`src/rtl/cp_pkg.sv`:
```
// Shared definitions for the synchronous copy-stage arbiter:
// packet field positions, packet widths, FSM states and the
// copy-destination helper.
package cp_pkg;

  // Field positions inside the 40-bit hold register
  localparam int DEST_HI     = 28;
  localparam int DEST_LO     = 22;
  localparam int LR_ORIG_BIT = 21;
  localparam int LR_COPY_BIT = 20;
  localparam int CPY_BIT     = 18;

  // Packet widths on the upstream and downstream sides
  localparam int PKT_IN_W  = 40;
  localparam int PKT_OUT_W = 38;

  localparam int DEST_W = DEST_HI - DEST_LO + 1;

  // Emission sequencing: nothing held, original presented, copy presented
  typedef enum logic [1:0] {
    EMPTY = 2'd0,
    ORIG  = 2'd1,
    COPY  = 2'd2
  } cpState_t;

  // Identity of the requester that won the most recent transfer
  typedef enum logic {
    GRANT_A = 1'b0,
    GRANT_B = 1'b1
  } cpPort_t;

  // The copy goes to the next destination, wrapping 127 back to 0
  function automatic logic [DEST_W-1:0] nextDest(input logic [DEST_W-1:0] dest);
    return dest + DEST_W'(1);
  endfunction

endpackage

```
`src/rtl/copy_rr_arb2.sv`:
```
// Two-requester round-robin arbiter. The grant is purely
// combinational from the requests and the remembered last winner;
// the last winner only moves when the caller commits a transfer, so
// a requester that withdraws without being served keeps its turn.
module copy_rr_arb2
  import cp_pkg::*;
(
  input  logic       CP,
  input  logic       MR_n,
  input  logic [1:0] i_req,
  input  logic       i_commit,
  output logic [1:0] o_grant
);

  cpPort_t    r_lastGrant;
  logic [1:0] w_grant;

  // Grant selection: a lone requester always wins, a tie goes to the port that did not win last
  always_comb begin
    w_grant = 2'b00;
    case (i_req)
      2'b01:   w_grant = 2'b01;
      2'b10:   w_grant = 2'b10;
      2'b11:   w_grant = (r_lastGrant == GRANT_B) ? 2'b01 : 2'b10;
      default: w_grant = 2'b00;
    endcase
  end

  // Last-winner register; resets to B so that A wins the first tie
  always_ff @(posedge CP) begin
    if (!MR_n) begin
      r_lastGrant <= GRANT_B;
    end else if (i_commit) begin
      r_lastGrant <= w_grant[1] ? GRANT_B : GRANT_A;
    end
  end

  assign o_grant = w_grant;

endmodule

```
`src/rtl/copy_stage_arbiter.sv`:
```
// Clocked copy stage shared between two upstream ports. A granted
// packet is latched into the hold register, then emitted downstream
// once, or twice (original then copy) when its CPY flag is set.
// Upstream accepts are only possible while nothing is held, which
// keeps Ack_in out of any combinational path to Ack_out_a/b.
module copy_stage_arbiter
  import cp_pkg::*;
#(
  parameter int CNT_W = 16
) (
  input  logic                 CP,
  input  logic                 MR_n,
  input  logic                 Send_in_a,
  input  logic [PKT_IN_W-1:0]  PACKET_IN_a,
  output logic                 Ack_out_a,
  input  logic                 Send_in_b,
  input  logic [PKT_IN_W-1:0]  PACKET_IN_b,
  output logic                 Ack_out_b,
  output logic                 Send_out,
  output logic [PKT_OUT_W-1:0] PACKET_OUT,
  input  logic                 Ack_in,
  output logic                 Copy_phase,
  output logic [CNT_W-1:0]     Cpy_count
);

  cpState_t            r_state;
  cpState_t            w_stateNext;
  logic [PKT_IN_W-1:0] r_dl;
  logic [CNT_W-1:0]    r_cpyCount;

  logic [1:0]          w_grant;
  logic                w_ackA;
  logic                w_ackB;
  logic                w_inXfer;
  logic                w_outXfer;
  logic                w_sendOut;
  logic                w_copyPhase;
  logic [DEST_W-1:0]   w_destOut;
  logic                w_lrOut;

  copy_rr_arb2 u_arb (
    .CP       (CP),
    .MR_n     (MR_n),
    .i_req    ({Send_in_b, Send_in_a}),
    .i_commit (w_inXfer),
    .o_grant  (w_grant)
  );

  // Next-state and handshake outputs; accepts are suppressed while reset is held so no packet looks taken
  always_comb begin
    w_stateNext = r_state;
    w_sendOut   = 1'b0;
    w_copyPhase = 1'b0;
    w_ackA      = 1'b0;
    w_ackB      = 1'b0;
    case (r_state)
      EMPTY: begin
        w_ackA = MR_n && w_grant[0] && Send_in_a;
        w_ackB = MR_n && w_grant[1] && Send_in_b;
        if (w_ackA || w_ackB) begin
          w_stateNext = ORIG;
        end
      end
      ORIG: begin
        w_sendOut = 1'b1;
        if (Ack_in) begin
          w_stateNext = r_dl[CPY_BIT] ? COPY : EMPTY;
        end
      end
      COPY: begin
        w_sendOut   = 1'b1;
        w_copyPhase = 1'b1;
        if (Ack_in) begin
          w_stateNext = EMPTY;
        end
      end
      default: begin
        w_stateNext = EMPTY;
      end
    endcase
  end

  assign w_inXfer  = w_ackA || w_ackB;
  assign w_outXfer = w_sendOut && Ack_in;

  // State register
  always_ff @(posedge CP) begin
    if (!MR_n) begin
      r_state <= EMPTY;
    end else begin
      r_state <= w_stateNext;
    end
  end

  // Hold register: loads the granted packet on an accept and otherwise keeps it stable
  always_ff @(posedge CP) begin
    if (!MR_n) begin
      r_dl <= '0;
    end else if (w_ackA) begin
      r_dl <= PACKET_IN_a;
    end else if (w_ackB) begin
      r_dl <= PACKET_IN_b;
    end
  end

  // Copy-event counter: counts delivered copies and sticks at all-ones
  always_ff @(posedge CP) begin
    if (!MR_n) begin
      r_cpyCount <= '0;
    end else if (w_outXfer && (r_state == COPY) && (r_cpyCount != '1)) begin
      r_cpyCount <= r_cpyCount + CNT_W'(1);
    end
  end

  // Downstream formatting: the copy gets the next destination and its own LR bit
  always_comb begin
    w_destOut = r_dl[DEST_HI:DEST_LO];
    w_lrOut   = r_dl[LR_ORIG_BIT];
    if (r_state == COPY) begin
      w_destOut = nextDest(r_dl[DEST_HI:DEST_LO]);
      w_lrOut   = r_dl[LR_COPY_BIT];
    end
  end

  assign PACKET_OUT = {r_dl[PKT_IN_W-1:DEST_HI+1], w_destOut, w_lrOut,
                       r_dl[LR_COPY_BIT-1], r_dl[CPY_BIT-1:0]};
  assign Ack_out_a  = w_ackA;
  assign Ack_out_b  = w_ackB;
  assign Send_out   = w_sendOut;
  assign Copy_phase = w_copyPhase;
  assign Cpy_count  = r_cpyCount;

endmodule

```
`config.mk`:
```
export PLATFORM = sky130hd
export DESIGN_NAME = copy_stage_arbiter
export DESIGN_NICKNAME = d
export VERILOG_FILES = /design/src/rtl/cp_pkg.sv /design/src/rtl/copy_rr_arb2.sv /design/src/rtl/copy_stage_arbiter.sv
export SDC_FILE = /design/constraint.sdc
export NUM_CORES = 1
export LEC_CHECK = 0
export BUFFER_PORTS_ARGS = -buffer_cell sky130_fd_sc_hd__clkbuf_2
export CAP_MARGIN = 20
export CORE_UTILIZATION = 39
export CTS_CLUSTER_DIAMETER = 60
export DETAILED_ROUTE_END_ITERATION = 6
export PLACE_DENSITY_LB_ADDON = 0.12
export SYNTH_ARGS = -nofsm -noshare
export SYNTH_HDL_FRONTEND = slang
export SYNTH_SLANG_ARGS = --single-unit
```
`constraint.sdc`:
```
create_clock -name CP -period 5 [get_ports CP]
set_input_delay 1 -clock CP [delete_from_list [all_inputs] [get_ports CP]]
set_output_delay 1 -clock CP [all_outputs]
set_load 0.03 [all_outputs]
```
### After elaboration in Yosys (flattened, before gate mapping)

Cells that the tools add are included.

* eq/ne operators: 9
* reduce and logical (&&, ||, !) cells: 13
* mux-type cells: 16
* add/sub/neg operators: 2

Operators with widths (count)
* 40-bit two-way mux: 2
* 16-bit by 1-bit adder with 16-bit output, second input constant: 1
* 16-bit inequality test, second input constant: 1
* 2-bit case mux with 3 select lines: 2
* 2-bit two-way mux: 5
* 7-bit by 1-bit adder with 7-bit output, second input constant: 1
* 1-bit logical AND: 7
* 7-bit two-way mux: 1
* 2-bit == test, second input constant: 3
* 1-bit two-way mux: 6
* 2-bit inequality test, second input constant: 3
* 2-bit by 1-bit == test with 1-bit output, second input constant: 2
* 3-bit AND reduction: 1
* 2-bit zero test: 1
* 1-bit logical OR: 2
* 2-bit nonzero test: 1
* 2-bit OR reduction: 1

* bits of input ports: 85
* logic and storage cells: 44
* flip-flop bits (word level): 59

### Logic depth before layout (Yosys ltp)

Gate-level depths: netlist of run 1.

* word-level depth: 7
* gate-level depth with buffers: 7
* depth with buffers taken out: 6

### Modules after synthesis

From an unflattened synthesis of run 1, not the netlist that was laid out.

* cell total of the unflattened synthesis: 394
* area, all modules: 3065.4 sq um

By module, submodules not included
* copy_stage_arbiter: area an instance 3007.9 sq um, times used 1, cells an instance 387
* copy_rr_arb2: area an instance 57.6 sq um, times used 1, cells an instance 7

### Worst setup path after synthesis of run 1

Ideal clock, no wire load.

* path type: input-to-output
* from: input Send_in_b
* to: output Ack_out_a
* cell stages on the path: 4
* buffers on the path: 1
* data arrival time: 1.968 ns
* path slack: 2.032 ns
* required time: 4.000 ns
* cells stage by stage: inv_1 -> o2111ai_1 -> clkbuf_1 -> inv_1

* word-level cells in the longest chain between the ends: 5

Ends and longest elaborated chain
* start: declaration: line copy_stage_arbiter.sv:16 `input logic Send_in_b,`
* 2-bit == test or 2-bit by 1-bit == test with 1-bit output (tied branches): line copy_rr_arb2.sv:21 `case (i_req)`
* 2-bit case mux with 3 select lines *: line copy_rr_arb2.sv:21
* 1-bit logical AND * (2 in series): line copy_stage_arbiter.sv:58 `w_ackA = MR_n && w_grant[0] && Send_in_a;`
* 1-bit two-way mux *: line copy_stage_arbiter.sv:56 `case (r_state)`
* end: declaration: line copy_stage_arbiter.sv:15 `output logic Ack_out_a,`

Mark *: on every way between the ends. The rest lies on a longest branch, timed or not.

### Worst setup path after layout of run 1

* from: register r_state[0]
* to: output PACKET_OUT[26]

* word-level cells in the longest chain between the ends: 2

Ends and longest elaborated chain
* start: declaration: line copy_stage_arbiter.sv:26 `cpState_t r_state;`
* start signal: assignment: line copy_stage_arbiter.sv:91 `r_state <= w_stateNext;`
* 2-bit == test: line copy_stage_arbiter.sv:119 `if (r_state == COPY) begin`
* 7-bit two-way mux: line copy_stage_arbiter.sv:119
* end: declaration: line copy_stage_arbiter.sv:20 `output logic [PKT_OUT_W-1:0] PACKET_OUT,`

Every way passes these cells.

==> flow_metrics.env, run 1 <==
export IMPL_regToRegSetupSlack_ps=2800
export IMPL_dp_worst_setup_slack_ps=2250
export IMPL_total_wirelength_microns=7460
export IMPL_timing_critical_path_slowest_cell_delay_ps=430
export IMPL_rsz0062_at_grt="no"
export IMPL_synth_seq_cells=59
export IMPL_finalWeightedCongestion=0.775
export IMPL_coreArea_sq_um=7730
export IMPL_report_final_setup_viol=0
export IMPL_worstSkewPairLatency_ps=330
export IMPL_status="finished, final reports clean"
export IMPL_leakage_nw=1.77
export IMPL_internal_power_uw=918
export IMPL_slew_viol_final=0
export IMPL_die_x_microns=91.4
export IMPL_grt_use_total_pct=18.2
export IMPL_count_of_flip_flops_with_a_built_in_enable_after_synthesis=0
export IMPL_cts_buffers=9
export IMPL_post_route_cells_drive_above_1_share_pct=37.6
export IMPL_whs_path_depth=2
export IMPL_floorplan_rows=32
export IMPL_top_layer="met4"
export IMPL_highest_attainable_clock_frequency_ghz=0.341
export IMPL_route_detailed_wl_per_inst_microns=13.4
export IMPL_floorplan_io_pins=143
export IMPL_layoutNonFillerInstCount=557
export IMPL_holdBufCountCts=0
export IMPL_cts_resized=0
export IMPL_clock_skew_ps=3.81
export IMPL_cells_after_synthesis=345
export IMPL_drt_iter0_markers=58
export IMPL_timing_worst_slew_pin_value_ps=716
export IMPL_power_density_nw_per_um2=334
export IMPL_nets=540
export IMPL_drc=0
export IMPL_vias_in_the_first_global_route=2639
export IMPL_netlist_top_cell_by_area="sky130_fd_sc_hd__dfxtp_1"
export IMPL_cts_tree="done"
export IMPL_timing_setup_critical_path_class="flip-flop to primary output"
export IMPL_detail_route_antenna_nets=0
export IMPL_power_frac_comb_pct=21.1
export IMPL_slew_headroom_pct=52.3
export IMPL_place_port_buffers=142
export IMPL_netlist_area_sq_um=3110
export IMPL_floorplan_die_height_microns=91.4
export IMPL_worst_slack_ps=2060
export IMPL_worstSetupStartpointType="flip-flop"
export IMPL_cts_max_level=3
export IMPL_worst_case_reg_to_reg_path_depth=6
export IMPL_tritoncts_num_sinks=59
export IMPL_worst_setup_path_end_kind="primary output"
export IMPL_setup_tns_ps=0
export IMPL_clock_pin_slew_on_the_worst_setup_and_hold_paths_ps=60
export IMPL_proportion_of_register_bits_with_asynchronous_set_or_reset_after_synthesis_pct=0
export IMPL_data_arrival_time_of_the_critical_path_ps=1940
export IMPL_power_switching_uw=384
export IMPL_timing_final_hold_violations=0
export IMPL_post_cts_buffers=0
export IMPL_insertedDiodeCount=0
export IMPL_design_die_area_sq_um=8350
export IMPL_clock_power_share_pct=37.9
export IMPL_p_seq_share_pct=41.0
export IMPL_final_core_util_pct=50.5
export IMPL_synth_top_cells_by_area="sky130_fd_sc_hd__dfxtp_1 (38%), sky130_fd_sc_hd__mux2i_1 (14%), sky130_fd_sc_hd__buf_4 (8.4%)"
export IMPL_synthDominantCellAreaShare_pct=37.9
export IMPL_antenna_violations_before_repair=0
export IMPL_gr_total_overflow=0
export IMPL_placed_cells=541
export IMPL_dr_wl_met2_microns=3650
export IMPL_ys_types=44
export IMPL_power_switching_share_pct=29.5
export IMPL_timing_final_crit_share_pct=58.7
export IMPL_via_per_inst=5.04
export IMPL_met3_wirelength_microns=419
export IMPL_detail_route_first_pass_iterations=4
export IMPL_drt_met1_wl_microns=3340
export IMPL_worst_path_max_delay_cell="sky130_fd_sc_hd__ha_1"
export IMPL_floorplan_initialDensity_pct=40.3
export IMPL_timing_final_crit_period_ps=2940
export IMPL_cts_max_path_buffers=2
export IMPL_first_pass_grt_wire_length_microns=12100
export IMPL_areaGrowthSynthToFinish_pct=25.3
export IMPL_post_layout_total_power_mw=1.30
export IMPL_maximum_number_of_pins_on_one_net_before_global_route_repair=82
export IMPL_syn_area_per_cell_sq_um=9.03
export IMPL_cap_viol_max_count=0
export IMPL_timing_hold_worst_class="flip-flop to flip-flop"
export IMPL_critical_path_peak_fanout=10
export IMPL_synthesis_yosys_warnings=0
export IMPL_synth_yosys_seq_area_share_pct=37.9
export IMPL_num_vias=2806
export IMPL_timing_critical_path_required_ps=4000
export IMPL_post_dp_hpwl_microns=5250
export IMPL_crit_chain="inv_1, ha_1, nand4_1, nor2_1, xor2_1, clkbuf_2"
export IMPL_synth_fp_nets=435
export IMPL_irDropWorstVdd_v=0.000129
export IMPL_cts_root_buffer="sky130_fd_sc_hd__clkbuf_8"
export IMPL_synth_main_ff_cell="sky130_fd_sc_hd__dfxtp_1"
cell usage after synthesis, drive strengths merged, types with 3 or more instances:
cell,count
buf,36
nand3,8
ha,5
and3,7
nand2b,7
clkbuf,15
nand2,13
a21oi,44
nor4,3
dfxtp,59
xnor2,3
o21ai,43
nand4,10
mux2i,44
inv,5
xor2,3
nor2,8
layout make-up:
| class | count | area, sq um |
|---|---|---|
| clock buffer | 11 | 151 |
| clock inverter | 5 | 75.1 |
| fill | 748 | 3820 |
| tap | 102 | 128 |
| sequential | 59 | 1180 |
| timing repair buffer | 145 | 733 |
| inverter | 5 | 18.8 |
| multi-input combinational | 230 | 1620 |
cells by family (layout without fill, tap and decap cells):
family	after synthesis	after routing	share of synthesized area, %
AND/OR/NAND/NOR	67	67	13.1
XOR/XNOR	6	6	1.69
multiplexers	46	46	14.9
buffers and inverters	56	166	11.0
adder cells (fa/ha/maj)	5	5	2.01
AO/OA/AOI/OAI	106	106	19.4
flip-flops	59	59	37.9
critical path: cells and delay by family, from the launching register on:
family | cells | cell delay, ps
and+or+nand+nor | 2 | 370
xor gates and xnor gates | 1 | 170
buffers and inverters | 2 | 310
DFF | 1 | 330
adders and majority gates | 1 | 430
placed cells by master (no fill, tap or decap), types with 2 or more instances in the layout:
master,n
sky130_fd_sc_hd__nand3_2,2
sky130_fd_sc_hd__buf_4,3
sky130_fd_sc_hd__a21oi_1,43
sky130_fd_sc_hd__nand3b_1,2
sky130_fd_sc_hd__nand4_1,9
sky130_fd_sc_hd__and3_1,7
sky130_fd_sc_hd__o41ai_1,2
sky130_fd_sc_hd__nand2_1,13
sky130_fd_sc_hd__xnor2_1,3
sky130_fd_sc_hd__ha_1,5
sky130_fd_sc_hd__nand2b_1,7
sky130_fd_sc_hd__bufinv_16,2
sky130_fd_sc_hd__clkbuf_2,142
sky130_fd_sc_hd__nor2_1,8
sky130_fd_sc_hd__nand3_1,6
sky130_fd_sc_hd__a21o_1,2
sky130_fd_sc_hd__mux2i_1,44
sky130_fd_sc_hd__inv_1,5
sky130_fd_sc_hd__clkinv_2,3
sky130_fd_sc_hd__clkbuf_8,11
sky130_fd_sc_hd__o211ai_1,2
sky130_fd_sc_hd__o31ai_1,2
sky130_fd_sc_hd__nor4_1,2
sky130_fd_sc_hd__dfxtp_1,59
sky130_fd_sc_hd__mux2_2,2
sky130_fd_sc_hd__xor2_1,3
sky130_fd_sc_hd__o311ai_0,2
sky130_fd_sc_hd__and2_1,2
sky130_fd_sc_hd__o21ai_0,43
sky130_fd_sc_hd__a41o_1,2
per-layer routing:
metal  vias to the layer above  GRT usage, %
li1                       1447             -
met1                      1275          21.0
met2                        80          31.1
met3                         4          6.70
met4                         0          5.56
met5                         -             0
through the flow:
stage | instance area, sq um | hold slack, ps
floorplan | 3110 | 473
global placement | 3680 | 504
detailed placement | 3680 | 521
CTS | 3900 | 529
global route | 3900 | 537
finish | 3900 | 529
worst paths after layout:
kind | from | endpoint
min | Cpy_count[7] | Cpy_count[7]
min reg2reg | Cpy_count[7] | Cpy_count[7]
max reg2reg | r_state[0] | Cpy_count[14]
max | r_state[0] | PACKET_OUT[26]
flip-flops by register name, indices dropped and copies added (netlist names):
name,cells
r_dl,40
r_state,2
u_arb.r_lastGrant,1
Cpy_count,16
power groups by stage:
stage          registers (mW)  logic [mW]  clock network [mW]
6_report                0.534       0.275               0.494
5_1_grt                 0.539       0.300               0.534
4_1_cts                 0.534       0.278               0.513
3_5_place_dp            0.545       0.277                   0
3_3_place_gp            0.543       0.274                   0
2_1_floorplan           0.538       0.229                   0
Note: power is estimated with default switching activity, not from simulation.
==> run 2, diff against run 1 <==
==> constraint.sdc (replaced) <==
create_clock -name CP -period 2.93 [get_ports CP]
set_input_delay 0.586 -clock CP [delete_from_list [all_inputs] [get_ports CP]]
set_output_delay 0.586 -clock CP [all_outputs]
set_load 0.03 [all_outputs]
==> flow_metrics.env, run 2 (synthesized netlist as in run 1, its figures left out) <==
export IMPL_regToRegSetupSlack_ps=690
export IMPL_detail_route_antenna_nets=0
export IMPL_clock_skew_ps=6.95
export IMPL_maximum_number_of_pins_on_one_net_before_global_route_repair=56
export IMPL_layout_common_cells="sky130_fd_sc_hd__clkbuf_2 (142), sky130_fd_sc_hd__dfxtp_1 (59), sky130_fd_sc_hd__mux2i_1 (44)"
export IMPL_final_core_util_pct=49.8
export IMPL_timing_final_crit_share_pct=88.2
export IMPL_floorplan_initialDensity_pct=40.3
export IMPL_rsz0062_at_grt="no"
export IMPL_slew_viol_final=0
export IMPL_detail_route_first_pass_iterations=4
export IMPL_worst_case_reg_to_reg_path_depth=6
export IMPL_whs_path_depth=2
export IMPL_irDropWorstVdd_v=0.000182
export IMPL_timing_hold_worst_class="flip-flop to flip-flop"
export IMPL_coreArea_sq_um=7730
export IMPL_tritoncts_num_sinks=59
export IMPL_highest_attainable_clock_frequency_ghz=0.387
export IMPL_timing_critical_path_required_ps=2340
export IMPL_power_frac_comb_pct=23.6
export IMPL_timing_critical_path_slowest_cell_delay_ps=450
export IMPL_worstSetupStartpointType="flip-flop"
export IMPL_die_x_microns=91.4
export IMPL_clock_pin_slew_on_the_worst_setup_and_hold_paths_ps=60
export IMPL_floorplan_die_height_microns=91.4
export IMPL_finalWeightedCongestion=0.828
export IMPL_design_die_area_sq_um=8350
export IMPL_floorplan_rows=32
export IMPL_cts_max_path_buffers=2
export IMPL_slew_headroom_pct=59.3
export IMPL_timing_final_crit_period_ps=2580
export IMPL_power_density_nw_per_um2=518
export IMPL_cts_root_buffer="sky130_fd_sc_hd__clkbuf_8"
export IMPL_layout_cells_most_common="sky130_fd_sc_hd__clkbuf_2"
export IMPL_floorplan_io_pins=143
export IMPL_nets=541
export IMPL_critical_path_peak_fanout=10
export IMPL_worst_path_max_delay_cell="sky130_fd_sc_hd__ha_1"
export IMPL_num_vias=2823
export IMPL_post_dp_hpwl_microns=5200
export IMPL_insertedDiodeCount=0
export IMPL_antenna_violations_before_repair=0
export IMPL_grt_use_total_pct=17.7
export IMPL_cts_buffers=9
export IMPL_clock_power_share_pct=30.7
export IMPL_flip_flop_count_of_the_largest_register_after_layout=40
export IMPL_report_final_setup_viol=0
export IMPL_areaGrowthSynthToFinish_pct=23.7
export IMPL_vias_in_the_first_global_route=2495
export IMPL_first_pass_grt_wire_length_microns=11700
export IMPL_internal_power_mw=1.36
export IMPL_cts_max_level=3
export IMPL_cts_tree="done"
export IMPL_data_arrival_time_of_the_critical_path_ps=2000
export IMPL_worstSkewPairLatency_ps=330
export IMPL_cap_viol_max_count=0
export IMPL_crit_chain="inv_1, ha_1, nand4_1, nor2_1, xor2_1, clkbuf_2"
export IMPL_setup_tns_ps=0
export IMPL_post_cts_buffers=0
export IMPL_power_switching_share_pct=31.8
export IMPL_timing_setup_critical_path_class="flip-flop to primary output"
export IMPL_status="finished, final reports clean"
export IMPL_gr_total_overflow=0
export IMPL_drc=0
export IMPL_total_wirelength_microns=7220
export IMPL_post_route_cells_drive_above_1_share_pct=37.3
export IMPL_route_detailed_wl_per_inst_microns=13.0
export IMPL_timing_worst_slew_pin_value_ps=605
export IMPL_timing_final_hold_violations=0
export IMPL_worst_setup_path_end_kind="primary output"
export IMPL_place_port_buffers=142
export IMPL_top_register="r_dl"
export IMPL_leakage_nw=1.74
export IMPL_cts_resized=0
export IMPL_holdBufCountCts=0
export IMPL_p_seq_share_pct=45.7
export IMPL_via_per_inst=5.09
export IMPL_drt_iter0_markers=62
export IMPL_power_switching_uw=635
[run 2: worst paths after layout]
path                      from        endpoint
hold reg to reg   Cpy_count[7]    Cpy_count[7]
setup reg to reg    r_state[0]    Cpy_count[7]
setup / recovery    r_state[0]  PACKET_OUT[25]
hold / removal    Cpy_count[7]    Cpy_count[7]
[run 2: cell type report]
class | instances | area, sq um
multi-input cells | 230 | 1620
inverters | 5 | 18.8
flip-flops and latches | 59 | 1180
clock buffers | 10 | 138
fillers | 764 | 3880
repair buffers | 146 | 753
clock inverters | 3 | 17.5
well taps | 102 | 128
[run 2: critical path, delay by kind of cell (launching register included)]
kind | cells | cell delay, ps
xor+xnor | 1 | 170
fa+ha+maj | 1 | 450
buf+inv | 2 | 310
flops | 1 | 330
simple gates | 2 | 400
[run 2: power by group through the flow]
stage / Combinational [mW] / Sequential (mW) / Clock (mW)
5_1_grt: 0.513 / 0.920 / 0.682
3_5_place_dp: 0.475 / 0.929 / 0
4_1_cts: 0.476 / 0.912 / 0.644
2_1_floorplan: 0.391 / 0.918 / 0
3_3_place_gp: 0.469 / 0.927 / 0
6_report: 0.471 / 0.911 / 0.614
[run 2: layer usage]
| metal | global-route usage, % | up-vias | share of wire, % |
|---|---|---|---|
| li1 | - | 1444 | - |
| met1 | 22.2 | 1291 | 46 |
| met2 | 28.6 | 80 | 47 |
| met3 | 4.44 | 8 | 5.7 |
| met4 | 7.54 | 0 | 1.6 |
| met5 | 0 | - | 0 |
[run 2: per-stage QoR]
stage          total power, mW  worst slack (ps)  cells  cell area (sq um)  hold WS, ps
3_5_place_dp              1.40               655    542               3700          511
3_3_place_gp              1.40               686    542               3700          497
4_1_cts                   2.03               336    555               3850          516
6_report                  2.00               346    555               3850          518
2_1_floorplan             1.31               629    345               3110          473
5_1_grt                   2.12               174    555               3850          539
